**config.mk**
```make
export PLATFORM = sky130hd
export DESIGN_NAME = histo_deserializer
export DESIGN_NICKNAME = d
export VERILOG_FILES = /design/src/rtl/histo_link_pkg.sv /design/src/rtl/spi_pin_sync.sv /design/src/rtl/histo_deserializer.sv
export SDC_FILE = /design/constraint.sdc
export NUM_CORES = 1
export LEC_CHECK = 0
export ABC_AREA = 1
export CORE_MARGIN = 2
export CORE_UTILIZATION = 53
export CTS_CLUSTER_SIZE = 14
export DETAILED_ROUTE_END_ITERATION = 7
export PLACE_DENSITY = 0.77
export SLEW_MARGIN = 20
export SYNTH_ARGS = -nofsm -noshare
export SYNTH_HDL_FRONTEND = slang
export SYNTH_SLANG_ARGS = --single-unit
```
**constraint.sdc**
```tcl
create_clock -name fast_clk_in -period 2.2 [get_ports fast_clk_in]
set_clock_uncertainty 0.1 [all_clocks]
set_input_delay 0.22 -clock fast_clk_in [delete_from_list [all_inputs] [get_ports fast_clk_in]]
set_output_delay 0.22 -clock fast_clk_in [all_outputs]
set_load 0.01 [all_outputs]
```
**src/rtl/histo_link_pkg.sv**
```systemverilog
// Shared definitions for the camera histogram SPI link (serializer and
// deserializer sides).
//   - Word framing: four bytes per 32-bit word.
//   - Byte order: least-significant byte first on the wire.
//   - Bit order: MSB first within each byte.
//   - SPI mode 0: data is sampled on SCLK rising edges.
package histo_link_pkg;

    localparam int WORD_BYTES = 4;
    localparam int BYTE_BITS  = 8;
    localparam int WORD_BITS  = WORD_BYTES * BYTE_BITS;
    localparam int SPI_MODE   = 0;

    typedef enum logic {
        LSB_FIRST = 1'b0,
        MSB_FIRST = 1'b1
    } order_e;

    localparam order_e BYTE_ORDER = LSB_FIRST;
    localparam order_e BIT_ORDER  = MSB_FIRST;

    // One-cycle status pulses produced by the receiver.
    typedef struct packed {
        logic word_done;
        logic overrun;
        logic frame_error;
    } link_evt_t;

endpackage

```
**src/rtl/spi_pin_sync.sv**
```systemverilog
// Multi-flop synchronizer for one asynchronous link pin, with rising-edge
// detect on the synchronized level.
//   clk_i   : fast sampling clock
//   rst_i   : synchronous active-high reset
//   pin_i   : asynchronous pin
//   sync_o  : synchronized level (STAGES flops deep)
//   rise_o  : combinational, high for one cycle after sync_o goes 0->1
module spi_pin_sync #(
    parameter int STAGES = 2
) (
    input  logic clk_i,
    input  logic rst_i,
    input  logic pin_i,
    output logic sync_o,
    output logic rise_o
);

    logic [STAGES-1:0] sync_q;
    logic              prev_q;

    always_ff @(posedge clk_i) begin
        if (rst_i) begin
            sync_q <= '0;
            prev_q <= 1'b0;
        end else begin
            sync_q <= {sync_q[STAGES-2:0], pin_i};
            prev_q <= sync_q[STAGES-1];
        end
    end

    assign sync_o = sync_q[STAGES-1];
    assign rise_o = sync_o & ~prev_q;

endmodule

```
**src/rtl/histo_deserializer.sv**
```systemverilog
// Receive side of the histogram SPI link. Oversamples SCLK/MOSI in the
// fast clock domain and rebuilds 32-bit words (LSB byte first, MSB bit
// first), presented on a single-entry ready/valid register.
//   fast_clk_in : system clock, >= 4x SCLK
//   reset       : synchronous active-high reset
//   sclk_in     : SPI clock (async, idles low)
//   mosi_in     : SPI data (async)
//   data_out    : assembled word, first byte in [7:0]
//   data_valid  : data_out holds an unconsumed word
//   data_ready  : downstream accept
//   word_done   : pulse per completed word (accepted or dropped)
//   overrun     : pulse when a word completes while the register is full
//   frame_error : pulse when idle timeout discards a partial word
//   debug       : {byte index, byte being shifted}
module histo_deserializer
    import histo_link_pkg::*;
#(
    parameter int IDLE_TIMEOUT = 64,
    parameter int SYNC_STAGES  = 2
) (
    input  logic                 fast_clk_in,
    input  logic                 reset,
    input  logic                 sclk_in,
    input  logic                 mosi_in,
    output logic [WORD_BITS-1:0] data_out,
    output logic                 data_valid,
    input  logic                 data_ready,
    output logic                 word_done,
    output logic                 overrun,
    output logic                 frame_error,
    output logic [9:0]           debug
);

    localparam int TW = $clog2(IDLE_TIMEOUT + 1);
    typedef logic [TW-1:0] timer_t;
    localparam timer_t TIMEOUT = timer_t'(IDLE_TIMEOUT);

    logic sclk_s, rise, mosi_s, mosi_rise_unused;

    spi_pin_sync #(.STAGES(SYNC_STAGES)) u_sclk_sync (
        .clk_i  (fast_clk_in),
        .rst_i  (reset),
        .pin_i  (sclk_in),
        .sync_o (sclk_s),
        .rise_o (rise)
    );

    // Same depth as SCLK so data and its sampling edge stay aligned.
    spi_pin_sync #(.STAGES(SYNC_STAGES)) u_mosi_sync (
        .clk_i  (fast_clk_in),
        .rst_i  (reset),
        .pin_i  (mosi_in),
        .sync_o (mosi_s),
        .rise_o (mosi_rise_unused)
    );

    logic [4:0]           bit_cnt_q,  bit_cnt_d;
    logic [BYTE_BITS-1:0] shift_q,    shift_d;
    logic [WORD_BITS-1:0] word_q,     word_d;
    logic [WORD_BITS-1:0] data_q,     data_d;
    logic                 valid_q,    valid_d;
    timer_t               idle_q,     idle_d;
    link_evt_t            evt_q,      evt_d;

    logic [BYTE_BITS-1:0] byte_full;
    logic [WORD_BITS-1:0] word_full;
    logic                 word_cmpl;

    // The byte including the bit being sampled this cycle; the final byte
    // of a word goes straight into the output so no extra cycle is spent.
    assign byte_full = {shift_q[BYTE_BITS-2:0], mosi_s};
    assign word_full = {byte_full, word_q[WORD_BITS-BYTE_BITS-1:0]};

    always_comb begin
        bit_cnt_d = bit_cnt_q;
        shift_d   = shift_q;
        word_d    = word_q;
        data_d    = data_q;
        valid_d   = valid_q;
        idle_d    = idle_q;
        evt_d     = '0;
        word_cmpl = 1'b0;

        if (rise) begin
            shift_d   = byte_full;
            bit_cnt_d = bit_cnt_q + 5'd1;
            idle_d    = '0;
            if (bit_cnt_q[2:0] == 3'd7)
                word_d[BYTE_BITS*bit_cnt_q[4:3] +: BYTE_BITS] = byte_full;
            word_cmpl = (bit_cnt_q == 5'd31);
        end else if (idle_q != TIMEOUT) begin
            idle_d = idle_q + timer_t'(1);
        end else if (bit_cnt_q != 5'd0) begin
            // Fires once: bit_cnt is zero afterwards until the next rise.
            bit_cnt_d         = '0;
            shift_d           = '0;
            evt_d.frame_error = 1'b1;
        end

        if (word_cmpl) begin
            evt_d.word_done = 1'b1;
            if (!valid_q || data_ready) begin
                data_d  = word_full;
                valid_d = 1'b1;
            end else begin
                evt_d.overrun = 1'b1;
            end
        end else if (data_ready) begin
            valid_d = 1'b0;
        end
    end

    always_ff @(posedge fast_clk_in) begin
        if (reset) begin
            bit_cnt_q <= '0;
            shift_q   <= '0;
            word_q    <= '0;
            data_q    <= '0;
            valid_q   <= 1'b0;
            idle_q    <= '0;
            evt_q     <= '0;
        end else begin
            bit_cnt_q <= bit_cnt_d;
            shift_q   <= shift_d;
            word_q    <= word_d;
            data_q    <= data_d;
            valid_q   <= valid_d;
            idle_q    <= idle_d;
            evt_q     <= evt_d;
        end
    end

    assign data_out    = data_q;
    assign data_valid  = valid_q;
    assign word_done   = evt_q.word_done;
    assign overrun     = evt_q.overrun;
    assign frame_error = evt_q.frame_error;
    assign debug       = {bit_cnt_q[4:3], shift_q};

endmodule

```
# Word-level counts from Yosys, hierarchy flattened
# Cells that the tools add are included.
# totals
ff_bits	93
latchBits	0
ramBits	0
romBits	0
in_bits	5
output_inout_bits	46
wordCells	51
n_memories	0
# op_classes
add_sub_neg	3
multipliers	0
n_div	0
n_lt_le_gt_ge	0
eq_ne	5
shift	2
n_mux	14
bitwise	3
n_reduce_logical	12
# op_table
operator	count
5-bit negation with 34-bit output	1
8-bit by 34-bit variable shift with 32-bit output, first input constant	1
8-bit by 34-bit indexed part select with 32-bit output	1
32-bit bitwise mux	1
8-bit two-way mux	3
5-bit two-way mux	3
2-bit AND reduction	4
7-bit by 1-bit adder with 7-bit output, second input constant	1
7-bit != test, second input constant	1
1-bit two-way mux	6
5-bit by 1-bit adder with 5-bit output, second input constant	1
5-bit == test, second input constant	1
5-bit nonzero test	1
2-bit nonzero test	2
2-bit OR reduction	2
3-bit == test, second input constant	1
3-bit OR reduction	1
2-bit two-way mux	1
2-bit by 1-bit != test with 1-bit output, second input constant	1
2-bit != test, second input constant	1
1-bit NOT	2
1-bit AND	1
1-bit logical NOT	1
1-bit logical OR	1

# Logic depth before layout (Yosys ltp)
# Gate-level depths: netlist of the first run.
# logic_depth
word_depth	5
mapped_depth	10
depth_no_buf	10

# Modules after synthesis
# Synthesis of the first run repeated with hierarchy kept, for this count alone.
# hier_totals
cells_unflattened	417
hier_area_um2	3385.7
# modules_own_cells
module	n_inst	cells_per_inst	area_each_um2	seq_area_each_um2
histo_deserializer	1	397	3213.1	1601.5
spi_pin_sync	2	10	86.3	60.1

# Worst setup path before layout of the first run
# OpenSTA, ideal clock, no wires.
# synth_timing
path_type	register to register
from	reg bit_cnt_q[3]
to	reg word_q[7]
setup_time_ns	0.065
arrival_time_ns	1.662
required_ns	2.035
slack_ns	0.373
stages_incl_launch_ff	9
n_path_buf	1
synth_period_minus_slack_ns	1.827
path_cell_list	dfxtp_1 inv_2 buf_2 ha_1 inv_1 nand3_1 nor3_1 o21ai_1 nor2_1
# synth_via
elab_chain_len	3
elab_cells_between_ends	4
classes_between	add/sub (1); shift (2); mux (1)
# synth_rtl
item	line	source
start, declared	histo_deserializer.sv:57	logic [4:0] bit_cnt_q, bit_cnt_d;
start signal, assigned	histo_deserializer.sv:123	bit_cnt_q <= bit_cnt_d;
5-bit negation with 34-bit output *	histo_deserializer.sv:89	word_d[BYTE_BITS*bit_cnt_q[4:3] +: BYTE_BITS] = byte_full;
8-bit by 34-bit indexed part select with 32-bit output / 8-bit by 34-bit variable shift with 32-bit output (equally long branches)	histo_deserializer.sv:89	
32-bit bitwise mux *	histo_deserializer.sv:89	
end signal, assigned	histo_deserializer.sv:125	word_q <= word_d;
end, declared	histo_deserializer.sv:59	logic [WORD_BITS-1:0] word_q, word_d;
# Every way passes the cells marked *; elsewhere a longest branch is shown, timed or not.
# A chain may end at the register's enable or synchronous reset.

# Final worst setup path of the first run
# layout_timing
from	reg bit_cnt_q[1]
to	reg data_q[3] (netlist: data_out[3])
# layout_via
elab_chain_len	3
# layout_rtl
item	line	source
5-bit == test	histo_deserializer.sv:90	word_cmpl = (bit_cnt_q == 5'd31);
1-bit two-way mux	histo_deserializer.sv:84	if (rise) begin
2-bit AND reduction (no source line)	--	
end signal, assigned	histo_deserializer.sv:126	data_q <= data_d;
end, declared	histo_deserializer.sv:60	logic [WORD_BITS-1:0] data_q, data_d;
# No other way between the ends.

==> results.txt, run 1 <==
Detail Route Antenna Nets -> 0
Crit path arrival time -> 2090 ps
row count -> 28
GRT Total Usage -> 21.1%
cell with the most instances after synthesis -> dfxtp_1
IO Pins -> 51
Routed WL per cell -> 12.9 um
reported net switching power -> 0.000597 W
Slew @ Worst Pin -> 501 ps
clock sink count -> 85
number of max-cap violations -> 0
PD cells -> 685 nW/um2
Post CTS Setup Buffer Count -> 0
Synth area leader -> dfxtp_1
Int Power -> 0.00224 W
Cells after Synth -> 426
pin count of the biggest net entering global routing -> 42
Setup violations, final -> 0
Req. time, crit path -> 2380 ps
synthesized cell area -> 3340 um2
Crit Path Max Fanout -> 36
Final period util -> 86.4%
Final Power -> 0.00284 W
Syn Nets -> 441
Starting DRT DRC Count -> 190
Setup crit start kind -> flop
Sw Ratio -> 21.0%
Mean Syn Cell Area -> 7.85 um2
unrepaired setup endpoints after global routing -> no
fmax -> 526 MHz
Die Y -> 83.4 um
initial core utilization -> 55.5%
Reg clk slew, reported paths -> 80 ps
post-synthesis async set-or-reset flop share -> 0%
yosys synthesis warning count -> 0
Slowest Stage Delay on Critical Path -> 410 ps
DR vias/cell -> 5.17
number of global-route vias before repair -> 2620
Port Buffers -> 50
Core Region -> 6030 um2
hold buffer count at cts -> 0
crit path max-delay cell type -> dfxtp_1
clock power share -> 42.5%
Die ar. -> 6960 um2
drt drc -> 0
fraction of layout cells with a size suffix above 1 -> 7.31%
top cell type's share of synthesized area -> 50.9%
placed inst area -> 3920 um2
Routed WL -> 7130 um
CTS tree -> yes
status -> completed
Yosys reg bits -> 85
Hold Violations, Final -> 0
area grow syn2layout -> 23.9%
Setup Total Neg Slack -> 0 ps
Sequential Power Share -> 54.8%
Synth cell types -> 26
gpl congestion -> 0.751
drt pass-1 iters -> 5
CTS Buf Count -> 9
post_cts resized -> 0
Leakage -> 1.66 nW
Comb pwr share -> 2.7%
Final Slew Violations -> 0
Sequential cell area -> 1700 um2
root buf cell -> clkbuf_8
# H-tree levels -> 3
Tmin final -> 1900 ps
fillers -> 522
first-pass GRT wire length -> 12100 um
Post-synth top cells -> 85 x dfxtp_1, 80 x nor2_1, 47 x nand2_1
sequential-to-total area share from yosys stat -> 50.9%
most used cell along the critical path -> ha_1
via count -> 2865
post-DP HPWL -> 4740 um
number of diodes -> 0
Cell Chain, Critical Path -> ha_1, nand2_1, nor2_1, ha_1, nand2_2, nor2_4, buf_12, o21ai_0, a21oi_1
Post-synth EDFFs -> 0
crit path kind -> reg2reg
Layout Nets -> 489
Clock Latency Late Sink -> 350 ps
Die W -> 83.4 um
maximum vdd ir drop -> 0.469 mV
Rel. slew slack -> 66.5%
total congestion overflow -> 0
Synth Flop Type -> dfxtp_1
critical path capture point type -> flop
multi-input logic area -> 1390 um2
Clock Tree Buf Depth -> 2
initial antenna violation count -> 0
worst hold path class -> in2reg
top post-synthesis cells by area -> dfxtp_1 51%, nor2_1 9.0%, a21oi_1 6.1%, o21ai_0 5.8%, nand2_1 5.3%
Final Instance Area -> 4140 um2
registers in the layout, summed over array words and instances, names as in the netlist:
name	flops
shift_q	8
word_done	1
frame_error	1
overrun	1
word_q	24
idle_q	7
u_sclk_sync.prev_q	1
data_valid	1
u_sclk_sync.sync_q	2
bit_cnt_q	5
u_mosi_sync.sync_q	2
data_out	32
cells in the final DEF, fill, tap and decap left out, drive strengths merged:
cell,instances
dfxtp,85
nor2,83
o21ai,51
clkdlybuf4s50,50
nand2,48
a21oi,41
inv,37
nand3,36
ha,10
clkbuf,10
buf,9
nor3,6
clkinv,4
xor2,2
nand4,2
bufinv,2
xnor2,1
o31ai,1
clkinvlp,1
layout make-up:
type | count | share of cell area (%)
flip-flops and latches | 85 | 41.1
multi-input cells | 281 | 33.5
repair buffers | 59 | 14.3
inverters | 38 | 3.44
clock buffers | 10 | 3.32
well taps | 75 | 2.26
clock inverters | 6 | 2.08
cell families after synthesis:
group	after synthesis	synth area share [%]
simple gates	175	23.0
compound gates	93	14.0
flops	85	50.9
buf+inv	60	7.59
fa+ha+maj	10	3.74
xor+xnor	3	0.786
stage by stage:
step	cells	worst slack [ps]	hold slack, ps	util, %
5_1_grt	554	147	292	68.8
3_3_place_gp	538	361	290	65.1
3_5_place_dp	538	304	300	65.1
2_1_floorplan	426	373	227	-
6_report	554	299	273	68.8
4_1_cts	554	292	272	68.8
metal layers:
metal | track usage (%) | share of wire (%) | wire (um) | vias up
met5 | 0 | 0 | 0 | -
met4 | 8.36 | 1.3 | 91 | 0
met1 | 26.2 | 45 | 3220 | 1317
li1 | - | - | - | 1473
met2 | 36.2 | 49 | 3480 | 62
met3 | 3.88 | 4.8 | 343 | 13
worst max-delay path: cells and delay by family (launching register included):
kind	cells	cell delay [ps]
fa+ha+maj	2	360
simple gates	4	480
compound gates	2	250
flops	1	410
buf+inv	1	220
power groups by stage:
stage          sequential (W)  clock, W  combinational [W]
6_report              0.00156   0.00121          0.0000764
3_3_place_gp          0.00159         0          0.0000739
5_1_grt               0.00156   0.00130          0.0000858
4_1_cts               0.00156   0.00123          0.0000768
3_5_place_dp          0.00159         0          0.0000760
2_1_floorplan         0.00159         0          0.0000516
final timing paths:
kind                          from               endpoint  slack [ps]  cells past startpoint
max                   bit_cnt_q[1]            data_out[3]         300                      9
min                        mosi_in  u_mosi_sync.sync_q[0]         270                      3
max reg2reg           bit_cnt_q[1]            data_out[3]         300                      9
min reg2reg  u_mosi_sync.sync_q[0]  u_mosi_sync.sync_q[1]         310                      2
Note: power is estimated with default switching activity, not from simulation.
==> inputs of run 2 (changes only) <==
--- a/config.mk
+++ b/config.mk
@@ -11,6 +11,7 @@
 export CTS_CLUSTER_SIZE = 14
 export DETAILED_ROUTE_END_ITERATION = 7
 export PLACE_DENSITY = 0.77
+export RECOVER_POWER = 50
 export SLEW_MARGIN = 20
 export SYNTH_ARGS = -nofsm -noshare
 export SYNTH_HDL_FRONTEND = slang
==> run 2 against run 1 <==
Count of clock-buffer cells in the layout unchanged. First-iteration DRC count down 2.6%. Via count rose by 0.80%. Clock power hardly changed. Maximum frequency down 2.0%. Sequential share of layout area is 0.074 points higher. Power about the same. Flip-flop and latch count stayed put. Die area did not move. Largest power group unchanged.
==> results.txt, run 2 (synthesis gave the netlist of run 1 again) <==
status -> completed
post-DP HPWL -> 4740 um (unchanged)
GRT Total Usage -> 21.1% (unchanged)
Final Power -> 0.00284 W (about the same)
Crit Path Max Fanout -> 36 (unchanged)
hold buffer count at cts -> 0 (unchanged)
Clock Tree Buf Depth -> 2 (unchanged)
Die W -> 83.4 um (unchanged)
Layout Cells excl Fill -> 554 (unchanged)
via count -> 2888 (+0.80%)
post_cts resized -> 0 (unchanged)
Rel. slew slack -> 65.3% (-1.2 points)
pin count of the biggest net entering global routing -> 42 (unchanged)
max FFs per register -> 32 (unchanged)
commonest non-fill, non-tap cell in the layout -> dfxtp_1
critical path capture point type -> flop
Final period util -> 88.2% (+1.8 points)
worst hold path class -> in2reg
placed cells -> 538 (unchanged)
Leakage -> 1.81 nW (+9.3%)
IO Pins -> 51 (unchanged)
met2 Track Usage GR -> 36.2% (unchanged)
most frequent cells in the layout -> 85 x dfxtp_1, 80 x nor2_1, 48 x nand2_1, 44 x dlygate4sd3_1, 41 x a21oi_1
Tmin final -> 1940 ps (+38.8 ps)
Req. time, crit path -> 2380 ps (about the same)
number of global-route vias before repair -> 2620 (unchanged)
R2R depth -> 9 (unchanged)
Hold Violations, Final -> 0 (unchanged)
Die ar. -> 6960 um2 (unchanged)
Hold Path Stages -> 3 (unchanged)
Starting DRT DRC Count -> 185 (-2.6%)
maximum vdd ir drop -> 0.469 mV (+0.19%)
gpl congestion -> 0.751 (unchanged)
drt drc -> 0 (unchanged)
unrepaired setup endpoints after global routing -> no
Detail Route Antenna Nets -> 0 (unchanged)
clock sink count -> 85 (unchanged)
Reg clk slew, reported paths -> 80 ps (about the same)
Die Y -> 83.4 um (unchanged)
multi-input logic area -> 1380 um2 (-0.54%)
Sequential cell area -> 1700 um2 (unchanged)
CTS tree -> yes
Clock Latency Late Sink -> 350 ps (about the same)
Slew @ Worst Pin -> 519 ps (+18.3 ps)
Routed WL -> 7130 um (unchanged)
DR vias/cell -> 5.21 (+0.80%)
area grow syn2layout -> 23.7%
Setup Total Neg Slack -> 0 ps (unchanged)
routing usage on met3 -> 3.88% (unchanged)
dpl ws -> 304 ps (unchanged)
# H-tree levels -> 3 (unchanged)
PD cells -> 686 nW/um2 (+0.17%)
GR Layer Usage met1 -> 26.2% (unchanged)
Final Slew Violations -> 0 (unchanged)
Setup violations, final -> 0 (unchanged)
Post CTS Setup Buffer Count -> 0 (unchanged)
root buf cell -> clkbuf_8
number of diodes -> 0 (unchanged)
Routed WL per cell -> 12.9 um (unchanged)
fraction of layout cells with a size suffix above 1 -> 6.89% (-0.42 points)
fmax -> 516 MHz (-2.0%)
setup ws final -> 261 ps (-38.8 ps)
Core Region -> 6030 um2 (unchanged)
Port Buffers -> 50 (unchanged)
crit path kind -> reg2reg
initial antenna violation count -> 0 (unchanged)
drt pass-1 iters -> 4 (-1)
Fin Hold WS -> 275 ps (+2.07 ps)
Crit path arrival time -> 2120 ps (+30 ps)
row count -> 28 (unchanged)
initial core utilization -> 55.5% (unchanged)
first-pass GRT wire length -> 12100 um (unchanged)
fillers -> 522 (unchanged)
Layout Nets -> 489 (unchanged)
number of max-cap violations -> 0 (unchanged)
busiest grt layer -> met2
total congestion overflow -> 0 (unchanged)
Setup crit start kind -> flop
CTS Buf Count -> 9 (unchanged)
==> run 2: cell count changes in the layout (fill, tap and decap cells not counted) <==
cell,before,now
nand2_1,47,48
nand3_1,35,36
dlygate4sd3_1,0,44
nand2_2,1,0
nand3_2,1,0
clkdlybuf4s50_1,50,6
==> run 2: path summary, 6_finish.rpt <==
check	slack [ps]	to	startpoint
setup reg to reg	260	data_out[3]	bit_cnt_q[1]
hold reg to reg	310	u_mosi_sync.sync_q[1]	u_mosi_sync.sync_q[0]
hold / removal	270	u_mosi_sync.sync_q[0]	mosi_in
setup / recovery	260	data_out[3]	bit_cnt_q[1]
==> run 2: stage by stage <==
step	utilization, %	area, um2
final	68.6	4140
after global routing	68.6	4140
after CTS	68.8	4140
after detailed placement	65.1	3920
after global placement	65.1	3920
after floorplan	-	3340
==> run 2: critical path: stages (launching register included) <==
cell	delay, ps
dfxtp_1	410
ha_1	200
nand2_1	50
nor2_1	110
ha_1	150
nand2_1	130
nor2_4	240
buf_12	220
o21ai_0	100
a21oi_1	150
==> run 2: area by class of cell <==
type	instances	share of cell area [%]
Inverter	38	3.45
Tap cell	75	2.27
Clock inverter	6	2.09
Timing Repair Buffer	59	14.3
Clock buffer	10	3.33
Sequential cell	85	41.1
Multi-Input combinational cell	281	33.4
==> run 2: report_power, final <==
group | switching, W | leakage, nW | internal [W]
clock network | 0.000540 | 0.112 | 0.000668
logic | 0.0000481 | 1.01 | 0.0000277
registers | 0.00000924 | 0.686 | 0.00155
total | 0.000597 | 1.81 | 0.00224
==> run 2: layer usage <==
layer	routed length (um)	up-vias
met1	3270	1324
li1	-	1477
met4	115	0
met2	3380	76
met5	0	-
met3	360	11
